==> config.mk <==
export PLATFORM = sky130hd
export DESIGN_NAME = wb_arbiter
export DESIGN_NICKNAME = d
export VERILOG_FILES = /design/src/rtl/wb_arbiter.sv
export SDC_FILE = /design/constraint.sdc
export NUM_CORES = 1
export LEC_CHECK = 0
export BUFFER_PORTS_ARGS = -buffer_cell sky130_fd_sc_hd__buf_2
export CORE_MARGIN = 5
export CORE_UTILIZATION = 51
export CTS_CLUSTER_SIZE = 16
export DETAILED_ROUTE_END_ITERATION = 10
export GPL_TIMING_DRIVEN = 0
export PLACE_DENSITY = 0.74
export SLEW_MARGIN = 10
export SYNTH_ARGS = -nofsm -noshare
export SYNTH_HDL_FRONTEND = slang
export SYNTH_SLANG_ARGS = --single-unit
==> constraint.sdc <==
create_clock -name clk -period 2.1 [get_ports clk]
set_input_delay 0.42 -clock clk [delete_from_list [all_inputs] [get_ports clk]]
set_output_delay 0.42 -clock clk [all_outputs]
set_load 0.03 [all_outputs]
==> src/rtl/wb_arbiter.sv <==
// rtl/wb_arbiter.sv - write-back arbiter merging ALU and memory results onto one register-file port
module wb_arbiter #(
    parameter int REG_ADDR = 5,
    parameter int REG_SIZE = 32,
    parameter int DEPTH    = 4
) (
    input  logic                clk,
    input  logic                reset,
    input  logic                alu_valid,
    input  logic [REG_ADDR-1:0] alu_wreg,
    input  logic [REG_SIZE-1:0] alu_wdata,
    input  logic                mem_valid,
    input  logic [REG_ADDR-1:0] mem_wreg,
    input  logic [REG_SIZE-1:0] mem_wdata,
    output logic                mem_ready,
    output logic                regwrite,
    output logic [REG_ADDR-1:0] wreg,
    output logic [REG_SIZE-1:0] wdata,
    input  logic [REG_ADDR-1:0] chk_reg,
    output logic                chk_hit,
    output logic                busy
);
    localparam int PW = $clog2(DEPTH);

    logic [PW-1:0]       rd_ptr_q, rd_ptr_d, wr_ptr_q, wr_ptr_d;
    logic [PW:0]         count_q, count_d;
    logic [REG_ADDR-1:0] fifo_wreg_q  [DEPTH];
    logic [REG_SIZE-1:0] fifo_wdata_q [DEPTH];

    logic                regwrite_q, regwrite_d;
    logic [REG_ADDR-1:0] wreg_q, wreg_d;
    logic [REG_SIZE-1:0] wdata_q, wdata_d;

    logic alu_v, full, empty, mem_xfer, mem_keep, pop, push, bypass;

    // x0 writes are filtered here so neither path ever targets register 0
    always_comb begin
        alu_v     = alu_valid && (alu_wreg != '0);
        full      = (count_q == (PW+1)'(DEPTH));
        empty     = (count_q == '0);
        mem_ready = !full && !reset;
        mem_xfer  = mem_valid && mem_ready;
        mem_keep  = mem_xfer && (mem_wreg != '0);
        pop       = !alu_v && !empty;
        bypass    = !alu_v && empty && mem_keep;
        push      = mem_keep && !bypass;
    end

    always_comb begin
        rd_ptr_d = pop  ? rd_ptr_q + 1'b1 : rd_ptr_q;
        wr_ptr_d = push ? wr_ptr_q + 1'b1 : wr_ptr_q;
        count_d  = count_q;
        if (push && !pop) begin
            count_d = count_q + 1'b1;
        end else if (pop && !push) begin
            count_d = count_q - 1'b1;
        end
    end

    always_comb begin
        regwrite_d = 1'b0;
        wreg_d     = wreg_q;
        wdata_d    = wdata_q;
        if (alu_v) begin
            regwrite_d = 1'b1;
            wreg_d     = alu_wreg;
            wdata_d    = alu_wdata;
        end else if (pop) begin
            regwrite_d = 1'b1;
            wreg_d     = fifo_wreg_q[rd_ptr_q];
            wdata_d    = fifo_wdata_q[rd_ptr_q];
        end else if (bypass) begin
            regwrite_d = 1'b1;
            wreg_d     = mem_wreg;
            wdata_d    = mem_wdata;
        end
    end

    always_ff @(posedge clk or posedge reset) begin
        if (reset) begin
            rd_ptr_q   <= '0;
            wr_ptr_q   <= '0;
            count_q    <= '0;
            regwrite_q <= 1'b0;
            wreg_q     <= '0;
            wdata_q    <= '0;
        end else begin
            rd_ptr_q   <= rd_ptr_d;
            wr_ptr_q   <= wr_ptr_d;
            count_q    <= count_d;
            regwrite_q <= regwrite_d;
            wreg_q     <= wreg_d;
            wdata_q    <= wdata_d;
        end
    end

    // Entry storage needs no reset: validity comes from the pointers and count
    always_ff @(posedge clk) begin
        if (push) begin
            fifo_wreg_q[wr_ptr_q]  <= mem_wreg;
            fifo_wdata_q[wr_ptr_q] <= mem_wdata;
        end
    end

    always_comb begin : hazard
        logic [PW-1:0] off;
        chk_hit = 1'b0;
        off     = '0;
        if (chk_reg != '0) begin
            if (regwrite_q && (wreg_q == chk_reg)) begin
                chk_hit = 1'b1;
            end
            for (int i = 0; i < DEPTH; i++) begin
                off = PW'(i) - rd_ptr_q;
                if (({1'b0, off} < count_q) && (fifo_wreg_q[i] == chk_reg)) begin
                    chk_hit = 1'b1;
                end
            end
        end
    end

    assign regwrite = regwrite_q;
    assign wreg     = wreg_q;
    assign wdata    = wdata_q;
    assign busy     = !empty;
endmodule

==> summary.txt, run 1 <==
GR Util met2 -> 0.395
Final Skew -> 0.00841 ns
final core occ -> 0.635
die height -> 138 um
Worst EP arrival -> 2.12 ns
Hold Vio Cnt, Final -> 0
worst rel slew slack -> 0.512
clk sinks -> 193
Multi-input gate area -> 2600 um2
# IOs -> 124
main combinational cell family by area after synthesis -> multiplexers
Avg WL per Cell -> 21.9 um
die width -> 138 um
DRT iter0 DRCs -> 559
setup violators final -> 2
DP Wirelength -> 13.6 mm
Gate Count Post-Synth -> 581
Clock Latency Late Sink -> 0.44 ns
Routed WL -> 21.0 mm
Max FO, Critical Path -> 3
ys async rst share -> 0.233
IO Port Bufs -> 118
setup ws final -> -0.438 ns
Placeable Area -> 15900 um2
maximum VDD drop -> 0.798 mV
CP endpoint kind -> output pin
total grt overflow -> 0
Core Rows -> 46
FMAX -> 394 MHz
CTS root buffer -> clkbuf_16
Max Transition Viols Final -> 0
Num CTS Buffers -> 17
register area -> 5580 um2
mux contribution to synthesized area -> 0.103
DRT Pass-1 Iters -> 7
Critical Path RT -> 1.68 ns
gr busiest metal -> met2
status -> finished, violations left
H-tree depth -> 4
GR Util met1 -> 0.290
vias in the first global route -> 5869
Post-route DRC -> 0
first-pass GRT wire length -> 32.3 mm
Crit Path Category -> register to output pin
Seq/Total Area, Yosys -> 0.669
Vias/cell -> 5.85
Netlist Area Pre-Place -> 8330 um2
Syn-to-layout area delta -> 21.6%
Post-synth EDFFs -> 148
Nets -> 821
Post-DRT Antenna Nets -> 0
Clk pin slew, worst setup/hold paths -> 0.07 ns
Placer Congestion -> 0.857
Initial Util -> 0.522
final worst path period need -> 2.54 ns
Slew @ Worst Pin -> 0.728 ns
initial antenna violation count -> 2
area share of and/or/nand/nor cells after synthesis -> 0.0886
Filler Cells Inserted -> 1158
Synth Net Count -> 674
Via Count -> 5611
Yosys reg bits -> 193
adder-cell share of the synthesized area -> 0.0159
Setup crit start kind -> register
CP startpoint -> rd_ptr_q[1]
yosys warns -> 0
die area -> 19000 um2
FF-to-FF Start -> count_q[0]
Max Root-Sink Buffers -> 2
P_leak -> 3.79 nW
max cap viols -> 0
failing checks -> setup timing
Avg Inst Size Synth -> 14.3 um2
share of cells above drive strength 1 -> 0.340
TNS Setup -> -0.453 ns
Tcrit/Tclk final -> 1.21
met3 Use GR -> 0.0497
# hold bufs at CTS -> 0
Compound-Gate Fraction of Synth Area -> 0.0587
post-synth cell types -> 37
RSZ-0062 raised after global routing -> yes
CTS tree -> done
largest net degree at the start of global routing -> 38
GRT Util Overall -> 0.232
XOR/XNOR Fraction of Synth Area -> 0.0337
top_reg_cell synth -> edfxtp_1
Cell Pwr Density -> 1380 nW/um2
worst hold path type -> input port to asynchronous set/reset pin
-- area by class of cell --
cell class	instances	area share
repair inverters	2	0.00124
clock buffers	17	0.0420
repair buffers	129	0.0683
flip-flops and latches	193	0.550
well taps	216	0.0267
inverters	9	0.00371
clock inverters	15	0.0225
multi-input cells	340	0.257
plain buffers	36	0.0275
diodes	2	0.000494
-- critical path, cell delays in order, from the launching register on --
cell and delay (ns):
dfrtp_2 0.43, buf_12 0.14, xnor2_4 0.14, inv_2 0.06
ha_4 0.22, a2111oi_4 0.32, a311oi_1 0.09, a21oi_2 0.15
buf_6 0.14
-- logic make-up (layout without fill, tap and decap cells) --
kind of cell,count (synthesis),count (layout)
flops,193,193
simple gates,171,171
buf+inv,48,208
fa+ha+maj,10,10
mux,39,39
other cells,0,2
xor+xnor,32,32
compound gates,88,88
-- cell usage in the layout (no fill, tap or decap), types with 2 or more instances in the layout --
master,count
clkinv_4,2
o21ai_1,8
and2_4,4
clkbuf_16,17
clkinvlp_4,3
a21oi_1,41
ha_1,7
dfrtp_2,4
nor2_1,41
ha_4,2
o2111ai_1,2
buf_1,2
edfxtp_1,148
inv_1,4
nand4_1,2
dfrtp_1,41
inv_6,5
xnor2_1,18
a22oi_1,2
inv_2,4
diode_2,2
xor2_1,13
nand3_1,36
buf_6,8
mux2_2,2
or4_1,2
buf_12,5
bufinv_16,5
mux4_2,37
nand2_1,77
buf_2,125
buf_4,14
nor2b_1,2
clkbuf_1,10
o21ai_0,26
-- Yosys cell counts (4+ instances only) --
library cell,instances,area (um2)
a21oi_1,42,210
and2_1,4,25.0
buf_1,4,15.0
buf_2,11,55.1
buf_4,6,45.0
buf_6,6,67.6
clkbuf_1,12,45.0
dfrtp_1,45,1130
edfxtp_1,148,4440
ha_1,9,113
inv_1,9,33.8
mux4_2,37,833
nand2_1,78,293
nand3_1,36,180
nor2_1,42,158
o21ai_0,26,130
o21ai_1,9,45.0
xnor2_1,19,166
xor2_1,13,114
-- sequential cells by signal, summed over array words and instances, names as in the netlist --
name / cells
fifo_wdata_q: 128
regwrite: 1
rd_ptr_q: 2
count_q: 3
wr_ptr_q: 2
wreg: 5
fifo_wreg_q: 20
wdata: 32
-- layer usage --
metal  vias to the layer above  part of all wire
met3                        67             0.063
met5                         -                 0
met4                         0             0.035
met1                      2812              0.38
met2                       281              0.52
li1                       2451                 -
-- final timing paths --
check | endpoint | slack (ns) | cells after the start
max | chk_hit | -0.44 | 8
min in group clk | fifo_wdata_q[2][3] | 0.21 | 1
min reg2reg | wdata[23] | 0.53 | 2
max reg2reg | count_q[1] | 0.01 | 7
min | wr_ptr_q[0] | 0.05 | 2
max in group asynchronous | rd_ptr_q[1] | 1.49 | 2
-- metrics by stage --
| step | worst slack, ns | hold slack [ns] | cell area [um2] | std cells | power (W) |
|---|---|---|---|---|---|
| detailed placement | -1.16 | 0.511 | 9260 | 915 | 0.0101 |
| global route | -0.519 | 0.0532 | 10100 | 959 | 0.0147 |
| floorplan | -0.323 | 0.438 | 8400 | 581 | 0.00868 |
| global placement | -1.05 | 0.502 | 9260 | 915 | 0.00991 |
| finish | -0.438 | 0.0507 | 10100 | 959 | 0.0140 |
| CTS | -0.456 | 0.0334 | 10100 | 954 | 0.0139 |
-- timing repair --
item | 4_1_cts | 5_1_grt
endpoints found under the hold margin | 0 | 0
cloned | 2 | 0
setup endpoints to repair | 191 | 20
gates resized for setup | 29 | 9
buffers inserted | 8 | 3
pin swaps | 9 | 1
-- power by group --
part / internal, W / switching [W] / total [W] / leakage, nW
clock network: 0.00213 / 0.00143 / 0.00356 / 0.317
registers: 0.00485 / 0.000413 / 0.00526 / 1.85
logic: 0.00215 / 0.00304 / 0.00518 / 1.62
total: 0.00912 / 0.00488 / 0.0140 / 3.79
No activity file was read; power rests on OpenSTA's default activity.
==> run 2, diff against run 1 <==
CORE_UTILIZATION = 50   (was 51)
PLACE_DENSITY = 0.73   (was 0.74)
RECOVER_POWER = 50   (was unset)
==> run 2 against run 1 <==
Sequential share of layout area up 0.88 points. The run still ends with setup timing left. Combinational power shrank 1%. Setup slack lost 0.070 ns. Clock power fell by 9.6%.
==> summary.txt, run 2 (same netlist as run 1, synthesis figures left out) <==
Worst EP arrival -> 2.19 ns (+0.07 ns)
RSZ-0062 raised after global routing -> yes
Avg WL per Cell -> 21.4 um (-2.2%)
Nets -> 820 (-0.12%)
Post-Layout Cell Count -> 960 (+0.10%)
Tcrit/Tclk final -> 1.24 (+0.0331)
internal reg-to-reg setup slack -> -0.04 ns (-0.05 ns)
Post-route DRC -> 0 (unchanged)
Core Rows -> 47 (+2.2%)
# hold bufs at CTS -> 0 (unchanged)
Vias/cell -> 5.63 (-3.8%)
worst hold path type -> input port to asynchronous set/reset pin
TNS Setup -> -9.91 ns (-9.46 ns)
# IOs -> 124 (unchanged)
max cap viols -> 0 (unchanged)
Setup crit start kind -> register
vias in the first global route -> 5619 (-4.3%)
Cell Pwr Density -> 1360 nW/um2 (-1.5%)
setup ws final -> -0.508 ns (-0.0696 ns)
DRT iter0 DRCs -> 644 (+15%)
Max Root-Sink Buffers -> 2 (unchanged)
Initial Util -> 0.506 (-0.0166)
Setup WS pre-CTS -> -1.17 ns (-0.0105 ns)
die width -> 139 um (+0.93%)
Final Skew -> 0.00625 ns (-0.00215 ns)
Syn-to-layout area delta -> 19.7%
die height -> 139 um (+0.93%)
CP startpoint -> count_q[1]
Clk pin slew, worst setup/hold paths -> 0.07 ns (about the same)
Crit Path Category -> register to output pin
most frequent cells in the layout -> edfxtp_1 (148), nand2_1 (77), buf_2 (69)
final core occ -> 0.605 (-0.0300)
final worst path period need -> 2.61 ns (+0.0696 ns)
failing checks -> setup timing
Placer Congestion -> 0.858 (about the same)
DRT Pass-1 Iters -> 5 (-2)
maximum VDD drop -> 0.676 mV (-15%)
setup violators final -> 152 (+150)
FMAX -> 383 MHz (-2.7%)
Hold Vio Cnt, Final -> 0 (unchanged)
largest net degree at the start of global routing -> 38 (unchanged)
share of cells above drive strength 1 -> 0.262 (-0.0779)
Antenna Cells -> 0 (-2)
Placed Cells incl. Taps -> 919 (+0.44%)
Placeable Area -> 16500 um2 (+3.3%)
total grt overflow -> 0 (unchanged)
H-tree depth -> 4 (unchanged)
Max FO, Critical Path -> 5 (+2)
Slew @ Worst Pin -> 1.47 ns (+0.739 ns)
CP endpoint kind -> output pin
FF-to-FF Start -> count_q[1]
Clock Latency Late Sink -> 0.43 ns (about the same)
initial antenna violation count -> 0 (-2)
Post-DRT Antenna Nets -> 0 (unchanged)
max reg flops -> 128 (unchanged)
leading cell type in the layout, fill and taps excluded -> edfxtp_1
GRT Util Overall -> 0.215 (-0.0174)
DP Wirelength -> 13.3 mm (-1.7%)
largest register by flop count -> fifo_wdata_q
Critical Path RT -> 1.68 ns (about the same)
clk sinks -> 193 (unchanged)
Total Power -> 0.0136 W (-3.1%)
worst rel slew slack -> 0.0167 (-0.495)
status -> finished, violations left
die area -> 19300 um2 (+1.9%)
Num CTS Buffers -> 17 (unchanged)
Filler Cells Inserted -> 1284 (+11%)
first-pass GRT wire length -> 31.7 mm (-1.8%)
CTS tree -> done
IO Port Bufs -> 118 (unchanged)
Routed WL -> 20.5 mm (-2.1%)
P_leak -> 3.60 nW (-5.0%)
Max Transition Viols Final -> 0 (unchanged)
Via Count -> 5402 (-3.7%)
cell count of the worst reg-to-reg path -> 9 (+2)
CTS root buffer -> clkbuf_16
==> run 2: timing repair <==
item | CTS | global route
buffers inserted | 10 | 0
endpoints found under the setup margin | 191 | 23
gates resized for setup | 26 | 8
pin swaps | 9 | 4
cloned | 2 | 0
endpoints found under the hold margin | 0 | 0
==> run 2: cell type report <==
type / count / area (um2) / share of cell area
Multi-Input combinational cell: 340 / 2620 / 0.262
Sequential cell: 193 / 5570 / 0.559
Timing Repair inverter: 2 / 10.0 / 0.00100
Timing Repair Buffer: 128 / 604 / 0.0606
Buffer: 36 / 267 / 0.0267
Clock buffer: 19 / 443 / 0.0444
Inverter: 9 / 35.0 / 0.00351
Tap cell: 220 / 275 / 0.0276
Clock inverter: 13 / 143 / 0.0143
==> run 2: layer usage <==
layer | track usage | up-vias | wire length, um | share of wire
li1 | - | 2435 | - | -
met3 | 0.0390 | 33 | 1140 | 0.055
met5 | 0 | - | 0 | 0
met2 | 0.372 | 195 | 10700 | 0.52
met1 | 0.270 | 2739 | 8180 | 0.40
met4 | 0.0850 | 0 | 502 | 0.024
==> run 2: through the flow <==
stage / area, um2 / hold slack (ns)
after floorplan: 8400 / 0.438
after global placement: 9260 / 0.504
after detailed placement: 9260 / 0.511
after CTS: 10000 / 0.0295
after global routing: 9970 / 0.151
final: 9970 / 0.152
==> run 2: worst max-delay path, stage by stage (launching register included) <==
cell,delay (ns)
dfrtp_1,0.47
inv_2,0.14
ha_1,0.31
a21oi_1,0.13
o2111ai_1,0.12
o31a_1,0.29
a21oi_2,0.16
buf_6,0.15
==> run 2: where the power goes <==
| group | leakage [nW] | switching (W) | total [W] | internal [W] |
|---|---|---|---|---|
| Sequential | 1.85 | 0.000401 | 0.00525 | 0.00484 |
| Clock | 0.289 | 0.00133 | 0.00322 | 0.00188 |
| Combinational | 1.46 | 0.00305 | 0.00511 | 0.00206 |
==> run 2: final timing paths <==
path / to
min reg2reg: wdata[0]
min in group clk: fifo_wdata_q[2][9]
max: chk_hit
max reg2reg: count_q[2]
min: wdata[25]
max in group asynchronous: rd_ptr_q[1]
